[src/rtl/irq_ctrl_pkg.sv]
// Shared register-map and FSM-state constants for the interrupt controller.
package irq_ctrl_pkg;

  localparam logic [1:0] IRQ_PENDING = 2'd0;
  localparam logic [1:0] IRQ_ENABLE  = 2'd1;
  localparam logic [1:0] IRQ_STATUS  = 2'd2;
  localparam logic [1:0] IRQ_EOI     = 2'd3;

  localparam logic [1:0] ST_IDLE    = 2'd0;
  localparam logic [1:0] ST_REQ     = 2'd1;
  localparam logic [1:0] ST_SERVICE = 2'd2;

  function automatic logic [31:0] status_word(input logic [1:0] st, input logic [4:0] vec);
    return {st, 25'b0, vec};
  endfunction

endpackage

[src/rtl/irq_sync_edge.sv]
// One interrupt line: SYNC_STAGES-deep synchroniser followed by a rising-edge detector.
// rise is combinational from the last sync stage, so a captured edge lands in pending SYNC_STAGES edges later.
module irq_sync_edge #(
  parameter int SYNC_STAGES = 2
) (
  input  logic clk,
  input  logic reset_n,
  input  logic irq_in,
  output logic rise
);

  logic [SYNC_STAGES-1:0] sync_q, sync_d;
  logic                   prev_q, prev_d;

  always_comb begin
    sync_d    = sync_q << 1;
    sync_d[0] = irq_in;
    prev_d    = sync_q[SYNC_STAGES-1];
  end

  always_ff @(posedge clk or negedge reset_n) begin
    if (!reset_n) begin
      sync_q <= '0;
      prev_q <= 1'b0;
    end else begin
      sync_q <= sync_d;
      prev_q <= prev_d;
    end
  end

  assign rise = sync_q[SYNC_STAGES-1] & ~prev_q;

endmodule

[src/rtl/irq_ctrl.sv]
// Memory-mapped interrupt controller: edge-latched pending bits, enable mask,
// lowest-index priority and a single in-service interrupt closed by EOI.
module irq_ctrl
  import irq_ctrl_pkg::*;
#(
  parameter int NIRQ        = 32,
  parameter int SYNC_STAGES = 2,
  parameter int VW          = (NIRQ > 1) ? $clog2(NIRQ) : 1
) (
  input  logic            clk,
  input  logic            reset_n,
  input  logic [NIRQ-1:0] irqs,
  input  logic            strobe,
  input  logic            rw,
  input  logic [1:0]      addr,
  input  logic [31:0]     d_in,
  output logic [31:0]     d_out,
  output logic            irq_req,
  output logic [VW-1:0]   irq_vec,
  input  logic            irq_ack
);

  logic [NIRQ-1:0] rise;
  logic [NIRQ-1:0] pending_q, pending_d;
  logic [NIRQ-1:0] enable_q, enable_d;
  logic [1:0]      state_q, state_d;
  logic [VW-1:0]   irq_vec_q, irq_vec_d;
  logic [31:0]     d_out_q, d_out_d;

  logic [NIRQ-1:0] cand, w1c, ack_clr;
  logic            cand_vld, ack_fire, wr, rd, still_posted;
  logic [VW-1:0]   cand_vec;

  for (genvar i = 0; i < NIRQ; i++) begin : g_line
    irq_sync_edge #(.SYNC_STAGES(SYNC_STAGES)) u_sync (
      .clk     (clk),
      .reset_n (reset_n),
      .irq_in  (irqs[i]),
      .rise    (rise[i])
    );
  end

  assign wr       = strobe & rw;
  assign rd       = strobe & ~rw;
  assign cand     = pending_q & enable_q;
  assign ack_fire = (state_q == ST_REQ) & irq_ack;

  // Descending scan so the lowest set index is the one left standing.
  always_comb begin
    cand_vld = 1'b0;
    cand_vec = '0;
    for (int i = NIRQ - 1; i >= 0; i--) begin
      if (cand[i]) begin
        cand_vld = 1'b1;
        cand_vec = VW'(i);
      end
    end
  end

  // New edges are OR-ed in after the clears so a same-cycle set always wins.
  always_comb begin
    w1c     = '0;
    ack_clr = '0;
    for (int i = 0; i < NIRQ; i++) begin
      ack_clr[i] = ack_fire && (irq_vec_q == VW'(i));
    end
    if (wr && addr == IRQ_PENDING) begin
      w1c = d_in[NIRQ-1:0];
    end
    pending_d = (pending_q & ~(w1c | ack_clr)) | rise;
    enable_d  = (wr && addr == IRQ_ENABLE) ? d_in[NIRQ-1:0] : enable_q;
  end

  // Withdrawal looks at next-cycle pending/enable so irq_req drops right after the offending write.
  assign still_posted = pending_d[irq_vec_q] & enable_d[irq_vec_q];

  always_comb begin
    state_d   = state_q;
    irq_vec_d = irq_vec_q;
    case (state_q)
      ST_IDLE: begin
        if (cand_vld) begin
          state_d   = ST_REQ;
          irq_vec_d = cand_vec;
        end
      end
      ST_REQ: begin
        if (irq_ack) begin
          state_d = ST_SERVICE;
        end else if (!still_posted) begin
          state_d   = ST_IDLE;
          irq_vec_d = '0;
        end
      end
      ST_SERVICE: begin
        if (wr && addr == IRQ_EOI) begin
          state_d   = ST_IDLE;
          irq_vec_d = '0;
        end
      end
      default: begin
        state_d   = ST_IDLE;
        irq_vec_d = '0;
      end
    endcase
  end

  always_comb begin
    d_out_d = d_out_q;
    if (rd) begin
      case (addr)
        IRQ_PENDING: d_out_d = 32'(pending_q);
        IRQ_ENABLE:  d_out_d = 32'(enable_q);
        IRQ_STATUS:  d_out_d = status_word(state_q, 5'(irq_vec_q));
        default:     d_out_d = '0;
      endcase
    end
  end

  always_ff @(posedge clk or negedge reset_n) begin
    if (!reset_n) begin
      pending_q <= '0;
      enable_q  <= '0;
      state_q   <= ST_IDLE;
      irq_vec_q <= '0;
      d_out_q   <= '0;
    end else begin
      pending_q <= pending_d;
      enable_q  <= enable_d;
      state_q   <= state_d;
      irq_vec_q <= irq_vec_d;
      d_out_q   <= d_out_d;
    end
  end

  assign irq_req = (state_q == ST_REQ);
  assign irq_vec = irq_vec_q;
  assign d_out   = d_out_q;

endmodule

[config.mk]
export PLATFORM = sky130hd
export DESIGN_NAME = irq_ctrl
export DESIGN_NICKNAME = d
export VERILOG_FILES = /design/src/rtl/irq_ctrl_pkg.sv /design/src/rtl/irq_sync_edge.sv /design/src/rtl/irq_ctrl.sv
export SDC_FILE = /design/constraint.sdc
export NUM_CORES = 1
export LEC_CHECK = 0
export ABC_AREA = 1
export BUFFER_PORTS_ARGS = -buffer_cell sky130_fd_sc_hd__buf_4
export CORE_UTILIZATION = 40
export CTS_BUF_LIST = sky130_fd_sc_hd__clkbuf_16
export DETAILED_ROUTE_END_ITERATION = 10
export SYNTH_ARGS = -nofsm -noshare
export SYNTH_HDL_FRONTEND = slang
export SYNTH_SLANG_ARGS = --single-unit
export TNS_END_PERCENT = 1
[constraint.sdc]
create_clock -name clk -period 2.6 [get_ports clk]
set_clock_uncertainty 0.05 [all_clocks]
set_input_delay 0.26 -clock clk [delete_from_list [all_inputs] [get_ports clk]]
set_output_delay 0.26 -clock clk [all_outputs]
set_load 0.005 [all_outputs]
======== Yosys cells after proc, flatten, opt, wreduce, memory -nomap -nowiden ========
Cells that the tools add are included.
operators by class
  magnitude comparators ................... 1
  eq/ne operators ......................... 41
  multiplexer cells ....................... 81
  bitwise operators ....................... 74
  reductions and logical operators ........ 40
operator list
  cell                  count
  $mux W5               36
  $pmux W32 S3          1
  $eq A5 B5 Y1 const B  16
  $and A32 B32 Y32      2
  $mux W32              2
  $or A32 B32 Y32       2
  $eq A5 B4 Y1 const B  8
  $and A1 B1 Y1         36
  $logic_and A1 B1 Y1   35
  $mux W1               34
  $not A1 Y1            33
  $not A32 Y32          1
  $eq A5 B3 Y1 const B  4
  $pmux W5 S3           1
  $bmux W1 S5           2
  $eq A5 B2 Y1 const B  2
  $mux W2               4
  $ne A2 B2 Y1 const B  4
  $eq A2 B2 Y1 const B  3
  $lt A5 B6 Y1 const B  1
  $pmux W2 S3           1
  $eq A5 B1 Y1 const B  1
  $logic_not A5 Y1      1
  $eq A2 B1 Y1 const B  2
  4 further kinds       5
word-level totals
  bits in registers ....................... 199
  bits of input ports ..................... 71
  output and inout bits ................... 38
  logic and storage cells ................. 306

======== Logic depth before layout (Yosys ltp) ========
  word-level depth ........................ 35
  mapped depth ............................ 34
  mapped depth without buffers ............ 34

======== Cells and area by module ========
A second synthesis with hierarchy kept.
second synthesis, totals
  cells, all modules ...................... 873
  area total of the unflattened synthesis .. 8,194.1 um^2
by module, submodules not included
  module         times used  cells an instance  area each (um^2)  sequential area each (um^2)
  irq_ctrl       1           713                5,471.5           2,577.5
  irq_sync_edge  32          5                  85.1              75.1

======== Worst setup path before layout ========
OpenSTA, ideal clock, no wires.
  path type ............................... register to register
  from .................................... reg irq_vec_q[0] (netlist: irq_vec[0])
  to ...................................... reg irq_vec_q[1] (netlist: irq_vec[1])
  setup time .............................. 120 ps
  arrival time ............................ 2,072 ps
  data required time ...................... 2,430 ps
  path slack .............................. 359 ps
  cell stages (with the launch flop) ...... 15
  path buffers ............................ 0
  period minus slack after synthesis ...... 2,241 ps
  cells stage by stage .................... dfrtp_1 > nor2_1 > clkinv_1 > nor2_1 > inv_1 > o221ai_1 > o21ai_0 > a21oi_1 > nor3_1 > o2111ai_1 > o21ai_2 > nand2_2 > nand3_4 > a21oi_2 > a21oi_2
between the ends
  longest elaborated chain between the ends .. 11
  elaborated cells between the ends (all ways) .. 75
  those cells by class .................... eq/ne: 32; mux: 4; bitwise: 5; reduce/logical: 34
ends and longest elaborated chain
  element                        line             RTL
  start, declared                irq_ctrl.sv:27   logic [VW-1:0] irq_vec_q, irq_vec_d;
  start signal, assigned         irq_ctrl.sv:131  irq_vec_q <= irq_vec_d;
  $logic_not A5 Y1               irq_ctrl.sv:65   ack_clr[i] = ack_fire && (irq_vec_q == VW'(i));
  $logic_and A1 B1 Y1            irq_ctrl.sv:65
  $or A32 B32 Y32                irq_ctrl.sv:70   pending_d = (pending_q & ~(w1c | ack_clr)) | rise;
  $not A32 Y32                   irq_ctrl.sv:70
  $and A32 B32 Y32               irq_ctrl.sv:70
  $or A32 B32 Y32                irq_ctrl.sv:70
  named net pending_d[0]         irq_ctrl.sv:24   logic [NIRQ-1:0] pending_q, pending_d;
  $bmux W1 S5                    irq_ctrl.sv:75   assign still_posted = pending_d[irq_vec_q] & enable_d[irq_vec_q];
  $mux W1 (implied by the code)  irq_ctrl.sv:75
  $and A1 B1 Y1                  irq_ctrl.sv:75
  $ne A2 B2 Y1 (no line)         n/a
  $reduce_and A4 Y1 (no line)    n/a
The timed path passes the listed nets, and every way through them passes these cells. The select of a mux whose other input is x is not followed.
A chain may end at the register's enable or synchronous reset.

======== Worst setup path in the final report ========
  from .................................... reg irq_vec_q[1] (netlist: irq_vec[1])
  to ...................................... reg irq_vec_q[0] (netlist: irq_vec[0])
between the ends
  longest elaborated chain between the ends .. 11
  elaborated cells between the ends (all ways) .. 75
  those cells by class .................... eq/ne: 32; mux: 4; bitwise: 5; reduce/logical: 34
ends and longest elaborated chain
  element                        line
  $eq A5 B4 Y1                   irq_ctrl.sv:65
  $logic_and A1 B1 Y1            irq_ctrl.sv:65
  $or A32 B32 Y32                irq_ctrl.sv:70
  $not A32 Y32                   irq_ctrl.sv:70
  $and A32 B32 Y32               irq_ctrl.sv:70
  $or A32 B32 Y32                irq_ctrl.sv:70
  named net pending_d[9]         irq_ctrl.sv:24
  $bmux W1 S5                    irq_ctrl.sv:75
  $mux W1 (implied by the code)  irq_ctrl.sv:75
  $and A1 B1 Y1                  irq_ctrl.sv:75
  $ne A2 B2 Y1 (no line)         n/a
  $reduce_and A4 Y1 (no line)    n/a
The timed path passes the listed nets, and every way through them passes these cells. The select of a mux whose other input is x is not followed.

==> summary.txt <==
Global route
  • Largest net degree at the start of global routing: 88
  • Global route total overflow: 0
  • Vias in the first global route: 6259
  • Initial antenna violation count: 0
  • GRT Total Usage: 23.2%
  • First-pass GRT wire length: 34600 µm

Setup path
  • Kind of critical path: flop to flop
  • FF-to-FF setup slack: 10 ps
  • Req. time, crit path: 2880 ps
  • Worst stage delay on the critical path: 400 ps
  • Reg2reg path depth: 18
  • Crit-path cells: inv_1 -> nand2_1 -> buf_4 -> nor2_1 -> inv_1 -> nor2_1 -> nor2_1 -> a22oi_1 -> inv_1 -> a21oi_1 -> o41ai_2 -> o2111ai_2 -> o21ai_2 -> nand2_2 -> nand3_4 -> nor2_2 -> nand2_1 -> nand2_1
  • RR Startpoint: irq_vec[1]
  • Crit. End Element: flop
  • Slowest cell on the critical path: dfrtp_1
  • R2r endpoint: irq_vec[0]
  • Type of origin of the critical path: flop
  • CP Max Fanout: 7
  • WP data arrival: 2870 ps

Die
  • Die H: ~140 µm
  • Starting Density: about two fifths
  • Die Wd: 143 µm
  • Die Area: 20500 µm²
  • Standard-cell rows: 51
  • Core area: 19500 µm²
  • Ports: 109

Power and ir drop
  • Max rail drop VDD: 0.000453 V
  • Sw Pwr: 2.81 mW
  • Gate power share: 26.9%
  • Pwr/cell area: 825 nW/µm²
  • Power Total: 8.62 mW
  • Sw Ratio: 32.6%
  • P_int: 5.81 mW
  • Sequential share of power: 42.8%
  • Power share of the clock group: 30.3%
  • P_leak: around 5.0 nW

Placement
  • Pre-CTS WS: -132 ps
  • DP HPWL: 16200 µm
  • Post-DP Area: 9460 µm²
  • IO buf count: 108
  • Post-Place Cells: 1233
  • GP Congestion: 0.968

Synthesis
  • FF+latch count, synth: 199
  • Ys Warns: 0
  • Post-Synthesis Cells: just over 800
  • Average cell area after synthesis: 9.61 µm²
  • Synth top area share: approximately 63%
  • Syn nets: around 900
  • Post-synth top area cell: dfrtp_1
  • Netlist cell types: between 40 and 50
  • Cell area after synthesis: roughly 8000 µm²
  • Sequential area share after synthesis: between 60% and 70%
  • Top post-synthesis cells by area: dfrtp_1, nand2_1, a21oi_1, inv_1, nor2_1

Timing
  • Post-Route Setup TNS: 0 ps
  • Tcrit/Tclk final: 99.6%
  • Hold Vio Cnt, Final: 0
  • Worst-Margin Slew: roughly 720 ps
  • Fin. max-slew vios: 0
  • RSZ-0062 raised after global routing: yes
  • Setup violations, final: 0
  • Hold WS: 36.8 ps
  • Final Worst Setup Slack: 11.6 ps
  • Slew HR: 52.2%
  • Max frequency: ~390 MHz
  • Shortest clock period the worst path allows after layout: 2590 ps

Drt
  • # DRC: 0
  • Routed Antenna Nets: 0
  • Avg Vias per Cell: 4.95
  • Wire per inst: 17.1 µm
  • First DRT Iteration DRCs: 500
  • Final WL: ~22000 µm
  • Vias post-DR: 6429
  • DR pass1 iterations: 5

Job
  • Max-cap viol count: 0

CTS
  • Clock root buffer: clkbuf_16
  • Num Clock Sinks: 199
  • Clock latency on the worst-skew pair: 430 ps
  • CTS buffer count: 17
  • Clk buf depth: 2
  • CTS tree: built
  • Worst-path clk slew: about 70 ps
  • H-Tree Level Count: 4

Min path
  • Worst Hold Path EP: enable_q[26]
  • Hold depth: 3
  • Worst Min Path Start: d_in[26]
  • Worst min path class: input pin to flop

Cells and area
  • Fraction of layout cells with a size suffix above 1: 23.6%
  • Commonest non-fill, non-tap cell in the layout: dfrtp_1
  • Area grow syn2layout: 31.4%
  • Nets: 1093
  • Commonest cells after routing, fill and taps aside: dfrtp_1, nand2_1, buf_4
  • Final core occ: 53.7%
  • # diodes: 0
  • Cell Count, Final, Fillers Out: 1300
  • Final Cell Area: 10400 µm²

Outcome
  • Status: completed
-- Yosys cell counts (all sizes together) --
cell type  count
o2111ai        1
o211ai         7
o22ai         17
a221oi         1
mux2           7
nand3          7
a21boi         1
mux2i          1
o41ai          1
nor2          93
a21oi         75
nor3           4
o221ai        14
nand2        203
clkbuf         8
o21ai         53
or2            1
a22oi          3
a32oi          4
dfrtp        199
a31oi          3
clkinv         2
a32o           1
buf           16
a311oi         1
inv           99
nor4           4
o31ai          2
-- how the worst max path moves through the flow --
stage | start | endpoint | slack, ps | cells after the start
after global placement | irq_vec[2] | irq_vec[1] | -160 | 14
after global routing | pending_q[31] | irq_vec[0] | -200 | 34
final | irq_vec[1] | irq_vec[0] | 10 | 18
after detailed placement | irq_vec[2] | irq_vec[1] | -130 | 14
after CTS | state_q[1] | irq_vec[1] | -3 | 17
after floorplan | irq_vec[0] | irq_vec[1] | 360 | 14
-- state kept, by name (all words and copies together), names as in the netlist --
register,flops
enable_q,32
g_line.u_sync.sync_q,64
irq_vec,5
g_line.u_sync.prev_q,32
state_q,2
d_out,32
pending_q,32
-- worst max-delay path, delay by kind of cell, from the launching register on --
family          cells  cell delay, ps
compound gates      5             830
simple gates        9             710
buf+inv             4             480
flops               1             400
-- cell type report --
type | instances | area [µm²]
Clock inverter | 15 | 158
Tap cell | 265 | 332
Fill cell | 1776 | 9010
Multi-Input combinational cell | 504 | 2510
Clock buffer | 17 | 425
Inverter | 101 | 384
Timing Repair Buffer | 199 | 1660
Sequential cell | 199 | 4980
-- per-layer routing --
| metal | GRT usage, % | vias to the layer above | part of all wire (%) |
|---|---|---|---|
| met4 | 7.30 | 0 | 1.8 |
| met3 | 4.49 | 21 | 5.4 |
| met2 | 35.5 | 202 | 46 |
| met5 | 0 | - | 0 |
| met1 | 33.2 | 3120 | 47 |
| li1 | - | 3086 | - |
-- logic make-up after synthesis --
logic type / count (synthesis) / synth area share (%)
flops: 199 / 62.6
buf+inv: 125 / 6.58
simple gates: 312 / 15.8
mux: 8 / 1.16
compound gates: 184 / 13.9
-- repair_timing --
item / CTS / global route
setup endpoints to repair: 6 / 6
resized for setup: 9 / 10
buffers inserted: 0 / 2
hold buffers: 33 / 0
hold endpoints to repair: 113 / 0
gates cloned: 0 / 0
pin swaps: 0 / 2
-- power by group through the flow --
stage	sequential [mW]	clock, mW	combinational [mW]
finish	3.69	2.61	2.31
global route	3.73	2.80	2.55
CTS	3.68	2.68	2.28
detailed placement	3.74	0	2.21
global placement	3.74	0	2.19
floorplan	3.69	0	1.11
No activity file was read; power rests on OpenSTA's default activity.
